### src/rtl/edge_pkg.sv
// Shared types and helpers for the frame-granular Sobel filter arbiter.
package edge_pkg;

  typedef logic [7:0] pixel_t;

  typedef enum logic {
    S_IDLE = 1'b0,
    S_XFER = 1'b1
  } arb_state_t;

  // Number of pixels in one complete frame
  function automatic int frame_pix(input int w, input int h);
    return w * h;
  endfunction

endpackage

### src/rtl/fifo.sv
// Small synchronous first-word-fall-through FIFO; depth must be a power of 2, at least 2.
module fifo #(
  parameter int FIFO_DATA_WIDTH  = 8,
  parameter int FIFO_BUFFER_SIZE = 4
) (
  input  logic                       clock,
  input  logic                       reset,
  input  logic                       wr_en,
  input  logic [FIFO_DATA_WIDTH-1:0] din,
  output logic                       full,
  input  logic                       rd_en,
  output logic [FIFO_DATA_WIDTH-1:0] dout,
  output logic                       empty
);

  localparam int AW = (FIFO_BUFFER_SIZE > 1) ? $clog2(FIFO_BUFFER_SIZE) : 1;

  logic [FIFO_DATA_WIDTH-1:0] mem [FIFO_BUFFER_SIZE];
  logic [AW-1:0]              wr_ptr;
  logic [AW-1:0]              rd_ptr;
  logic [AW:0]                count;
  logic                       do_wr;
  logic                       do_rd;

  assign full  = (count == (AW+1)'(FIFO_BUFFER_SIZE));
  assign empty = (count == '0);
  assign dout  = mem[rd_ptr];
  assign do_wr = wr_en && !full;
  assign do_rd = rd_en && !empty;

  // Storage array; contents need no reset because count gates visibility
  always_ff @(posedge clock) begin
    if (do_wr) mem[wr_ptr] <= din;
  end

  // Pointers and occupancy; simultaneous push and pop leaves count unchanged
  always_ff @(posedge clock or posedge reset) begin
    if (reset) begin
      wr_ptr <= '0;
      rd_ptr <= '0;
      count  <= '0;
    end else begin
      if (do_wr) wr_ptr <= wr_ptr + 1'b1;
      if (do_rd) rd_ptr <= rd_ptr + 1'b1;
      if (do_wr && !do_rd)      count <= count + 1'b1;
      else if (!do_wr && do_rd) count <= count - 1'b1;
    end
  end

endmodule

### src/rtl/edge_frame_arbiter.sv
// Shares one Sobel filter between two pixel sources a whole frame at a time,
// and returns each filtered frame to the source that owns it via a tag queue.
module edge_frame_arbiter
  import edge_pkg::*;
#(
  parameter int WIDTH     = 720,
  parameter int HEIGHT    = 540,
  parameter int TAG_DEPTH = 4
) (
  input  logic         clock,
  input  logic         reset,
  output logic         in0_rd_en,
  input  logic         in0_empty,
  input  pixel_t       in0_dout,
  output logic         in1_rd_en,
  input  logic         in1_empty,
  input  pixel_t       in1_dout,
  output logic         flt_wr_en,
  input  logic         flt_full,
  output pixel_t       flt_din,
  output logic         flt_rd_en,
  input  logic         flt_empty,
  input  pixel_t       flt_dout,
  output logic         out0_wr_en,
  input  logic         out0_full,
  output pixel_t       out0_din,
  output logic         out1_wr_en,
  input  logic         out1_full,
  output pixel_t       out1_din,
  output logic [15:0]  frames0,
  output logic [15:0]  frames1,
  output logic         busy
);

  localparam int FRAME_PIX = frame_pix(WIDTH, HEIGHT);
  localparam int CNT_W     = $clog2(FRAME_PIX);
  localparam logic [CNT_W-1:0] LAST_PIX = CNT_W'(FRAME_PIX - 1);

  arb_state_t       state;
  logic             grant_id;
  logic             ptr;
  logic [CNT_W-1:0] in_cnt;
  logic [CNT_W-1:0] out_cnt;

  logic grant_valid;
  logic grant_pick;
  logic in_move;
  logic out_move;
  logic tag_pop;
  logic tag_full;
  logic tag_empty;
  logic tag_head;

  // Tag queue remembers the owner of every frame granted but not yet fully returned
  fifo #(
    .FIFO_DATA_WIDTH (1),
    .FIFO_BUFFER_SIZE(TAG_DEPTH)
  ) tag_q (
    .clock(clock),
    .reset(reset),
    .wr_en(grant_valid),
    .din  (grant_pick),
    .full (tag_full),
    .rd_en(tag_pop),
    .dout (tag_head),
    .empty(tag_empty)
  );

  // Grant decision, zero-latency pixel steering on both sides, and busy flag
  always_comb begin
    grant_valid = 1'b0;
    grant_pick  = 1'b0;
    in_move     = 1'b0;
    out_move    = 1'b0;
    tag_pop     = 1'b0;
    in0_rd_en   = 1'b0;
    in1_rd_en   = 1'b0;
    flt_wr_en   = 1'b0;
    flt_din     = '0;
    flt_rd_en   = 1'b0;
    out0_wr_en  = 1'b0;
    out0_din    = '0;
    out1_wr_en  = 1'b0;
    out1_din    = '0;

    if (state == S_IDLE && !tag_full) begin
      if (!in0_empty && !in1_empty) begin
        grant_valid = 1'b1;
        grant_pick  = ptr;
      end else if (!in0_empty) begin
        grant_valid = 1'b1;
        grant_pick  = 1'b0;
      end else if (!in1_empty) begin
        grant_valid = 1'b1;
        grant_pick  = 1'b1;
      end
    end

    if (state == S_XFER && !flt_full) begin
      if (!grant_id && !in0_empty) begin
        in_move   = 1'b1;
        in0_rd_en = 1'b1;
        flt_wr_en = 1'b1;
        flt_din   = in0_dout;
      end else if (grant_id && !in1_empty) begin
        in_move   = 1'b1;
        in1_rd_en = 1'b1;
        flt_wr_en = 1'b1;
        flt_din   = in1_dout;
      end
    end

    if (!tag_empty && !flt_empty) begin
      if (!tag_head && !out0_full) begin
        out_move   = 1'b1;
        flt_rd_en  = 1'b1;
        out0_wr_en = 1'b1;
        out0_din   = flt_dout;
      end else if (tag_head && !out1_full) begin
        out_move   = 1'b1;
        flt_rd_en  = 1'b1;
        out1_wr_en = 1'b1;
        out1_din   = flt_dout;
      end
    end

    tag_pop = out_move && (out_cnt == LAST_PIX);
    busy    = (state == S_XFER) || !tag_empty;
  end

  // Ingress FSM, round-robin pointer, pixel counters and delivered-frame counters
  always_ff @(posedge clock or posedge reset) begin
    if (reset) begin
      state    <= S_IDLE;
      grant_id <= 1'b0;
      ptr      <= 1'b0;
      in_cnt   <= '0;
      out_cnt  <= '0;
      frames0  <= '0;
      frames1  <= '0;
    end else begin
      case (state)
        S_IDLE: begin
          if (grant_valid) begin
            grant_id <= grant_pick;
            state    <= S_XFER;
          end
        end
        S_XFER: begin
          if (in_move) begin
            if (in_cnt == LAST_PIX) begin
              in_cnt <= '0;
              ptr    <= ~grant_id;
              state  <= S_IDLE;
            end else begin
              in_cnt <= in_cnt + 1'b1;
            end
          end
        end
        default: state <= S_IDLE;
      endcase

      if (out_move) begin
        if (out_cnt == LAST_PIX) begin
          out_cnt <= '0;
          if (tag_head) frames1 <= frames1 + 16'd1;
          else          frames0 <= frames0 + 16'd1;
        end else begin
          out_cnt <= out_cnt + 1'b1;
        end
      end
    end
  end

endmodule

### config.mk
export PLATFORM = sky130hd
export DESIGN_NAME = edge_frame_arbiter
export DESIGN_NICKNAME = d
export VERILOG_FILES = /design/src/rtl/edge_pkg.sv /design/src/rtl/fifo.sv /design/src/rtl/edge_frame_arbiter.sv
export SDC_FILE = /design/constraint.sdc
export NUM_CORES = 1
export LEC_CHECK = 0
export ABC_AREA = 1
export ABC_CLOCK_PERIOD_IN_PS = 2640
export CAP_MARGIN = 25
export CORE_UTILIZATION = 54
export CTS_CLUSTER_SIZE = 10
export DETAILED_ROUTE_END_ITERATION = 10
export PLACE_DENSITY = 0.8
export REMOVE_ABC_BUFFERS = 1
export SYNTH_ARGS = -nofsm -noshare
export SYNTH_HDL_FRONTEND = slang
export SYNTH_HIERARCHICAL = 1
export SYNTH_SLANG_ARGS = --single-unit
### constraint.sdc
create_clock -name clock -period 2.64 [get_ports clock]
set_input_delay 0.528 -clock clock [delete_from_list [all_inputs] [get_ports clock]]
set_output_delay 0.528 -clock clock [all_outputs]
set_load 0.01 [all_outputs]
==> run_results.csv <==
group,metric,value,unit
finish,layout.nets,904,
clock_network,cts_max_level,3,
placed_design,portBuffers,94,
power_and_ir_drop,ir_worst_vdd,0.310,mV
timing,finalHoldViolCount,0,
finish,diodes,0,
drt,routedWlPerCell,13.1,µm
worst_setup_path,required,2110,ps
global_routing,antenna_found_initial,0,
drt,antenna_left,0,
drt,first_iter_violations,217,
die,die_h,101,µm
power_and_ir_drop,p_leak,3.64,nW
timing,worst_pin_slew,640,ps
finish,fin_cells,996,
drt,vias,5138,
timing,fin_crit_sh,0.978,
die,dieArea,0.0102,mm²
clock_network,cts_buffers,9,
global_routing,grt_overflow_total,0,
die,start_util,0.566,
worst_setup_path,crit_arrival,2060,ps
worst_setup_path,end_kind,"output port",
global_routing,grt_max_degree,58,
hold_path,hold_class,"in -> async",
yosys,yosys_warnings,6,
clock_network,holdBufCountCts,0,
timing,max_freq,0.387,GHz
global_routing,grt.total_usage,0.267,
placed_design,preCtsSetupSlack,-53.7,ps
yosys,syn_avg_cell_area,7.10,µm²
clock_network,clock-sinks,84,
drt,drcViolationCount,0,
worst_setup_path,cp_max_fo,9,
yosys,yosysUniqueCellTypes,37,
clock_network,clkSlewWorstSetupHoldPaths,80,ps
global_routing,grt_pass1_vias,4875,
die,num_rows,35,
run_status,outcome,"completed",
yosys,synth-edff-count,4,
yosys,synth_cells,748,
timing,setup_viol,0,
clock_network,worstSkewPairLatency,360,ps
timing,fin_crit,2580,ps
drt,finalWirelength,13.1,mm
timing,layout_setup_ws,56.9,ps
yosys,syn_area,0.00531,mm²
finish,drive_above_1_share,0.0750,
clock_network,clockBufferDepth,2,
worst_setup_path,critPathKind,"in -> out",
yosys,ys_ff_latch,84,
yosys,synthArstFlopShare,0.952,
power_and_ir_drop,power_density,445,mW/mm²
placed_design,place.gp.congestion,0.901,
clock_network,cts_tree,"done",
finish,area_growth,27.3,%
die,die_w,101,µm
die,ios,95,
worst_setup_path,startpoint_type,"input port",
yosys,yosysSeqAreaShare,0.400,
flow_run,max-cap-violations,0,
placed_design,dp_hpwl,9.94,mm
timing,finalMaxSlewViolations,0,
drt,firstDrtPassIters,4,
yosys,yosys_most_used_dff,"dfrtp_1",
clock_network,cts-root-buf,"clkbuf_8",
global_routing,grt_pass1_wl,21.8,mm
drt,routed_via_density,5.16,
timing,clock_skew,12.3,ps
placed_design,place_inst,975,
die,coreArea,0.00937,mm²
timing,slew_headroom,0.570,
## critical path: stages
cell,delay [ps]
clkdlybuf4s50_1,520
nor2_1,50
nand2_1,100
clkinv_2,130
a22o_1,240
clkdlybuf4s50_1,480
## power by group
group	leakage [nW]	switching (mW)	total, mW	internal (mW)
clock network	0.109	0.473	1.03	0.557
logic	2.55	0.254	0.461	0.207
registers	0.989	0.123	1.52	1.39
## flip-flops by register name, indices dropped and copies added (netlist names)
signal / count
in_cnt: 19
out_cnt: 19
frames0: 16
frames1: 16
tag_q/mem: 4
tag_q/count: 3
tag_q/rd_ptr: 2
tag_q/wr_ptr: 2
grant_id: 1
ptr: 1
state: 1
## layer usage
layer / up-vias / share of wire / GRT usage
li1: 2593 / - / -
met1: 2398 / 0.44 / 0.342
met2: 119 / 0.50 / 0.461
met3: 28 / 0.039 / 0.0442
met4: 0 / 0.017 / 0.0881
met5: - / 0 / 0
## cell families (layout without fill, tap and decap cells)
group	after synthesis	after routing	share of synthesized area
AOI/OAI and AO/OA	57	57	0.0643
xor gates and xnor gates	31	31	0.0511
adders and majority gates	10	10	0.0250
buffers and inverters	129	248	0.0976
DFF	84	84	0.400
and+or+nand+nor	437	437	0.362
## cell usage after synthesis, types with 2 or more instances
library cell  count  area, µm²
nand2_1         207        777
inv_1           116        435
nor2_1          109        409
dfrtp_1          80       2000
nand3_1          51        255
o21ai_0          30        150
nand4_1          27        169
xor2_1           23        201
nor3_1           22        110
ha_1              9        113
a22o_1            8       70.1
xnor2_1           8       70.1
a21oi_1           7       35.0
nor2_2            5       31.3
buf_6             4       45.0
edfxtp_1          4        120
nand3_2           4       40.0
o21ai_2           4       35.0
buf_2             3       15.0
inv_2             3       11.3
nand2_2           3       18.8
o21ai_1           3       15.0
clkinv_1          2       7.51
o211ai_1          2       15.0
o21bai_1          2       15.0
## cells in the final DEF, fill, tap and decap left out, drive strengths merged, types with 2 or more instances in the layout
cell type,instances
nand2,211
inv,121
nor2,116
dfrtp,80
clkdlybuf4s50,74
nand3,56
o21ai,37
nand4,28
nor3,24
xor2,23
buf,17
dlymetal6s2s,13
clkbuf,10
ha,9
xnor2,8
a22o,8
a21oi,7
dlygate4sd2,7
edfxtp,4
o21bai,2
clkinv,2
clkinvlp,2
bufinv,2
o211ai,2
## metrics by stage
| stage | cell area (µm²) | total power, mW | hold slack (ps) | utilization | setup TNS [ps] |
|---|---|---|---|---|---|
| 2_1_floorplan | 5250 | 1.79 | 331 | - | 0 |
| 3_3_place_gp | 6450 | 1.98 | 486 | 0.688 | 0 |
| 3_5_place_dp | 6450 | 2.00 | 485 | 0.688 | -124 |
| 4_1_cts | 6690 | 3.03 | 498 | 0.713 | -466 |
| 5_1_grt | 6760 | 3.15 | 509 | 0.721 | -12.5 |
| 6_report | 6760 | 3.01 | 494 | 0.721 | 0 |
## timing repair
item,in CTS,in global routing
setup buffers,1,4
pin swaps,1,2
resized for setup,11,18
setup endpoints to repair,26,17
## area by class of cell
type,instances,area [µm²]
well taps,129,161
fillers,784,2610
multi-input cells,535,2690
repair buffers,111,1100
inverters,121,458
clock inverters,6,86.3
clock buffers,10,138
flip-flops and latches,84,2120
## final timing paths
path / from / endpoint / slack [ps] / depth (start not counted)
worst max-delay path: in0_empty / flt_din[0] / 60 / 6
worst min-delay path: reset / tag_q/wr_ptr[0]$_DFFE_PP0P_ / 490 / 2
worst min register to register: ptr$_DFFE_PP0P_ / ptr$_DFFE_PP0P_ / 500 / 2
min in group clock: ptr$_DFFE_PP0P_ / ptr$_DFFE_PP0P_ / 500 / 2
max in group asynchronous: reset / out_cnt[3]$_DFFE_PP0N_ / 1480 / 3
worst max register to register: out_cnt[0]$_DFFE_PP0N_ / tag_q/count[2]$_DFFE_PP0P_ / 280 / 15
Power figures use the tool's default switching activity.
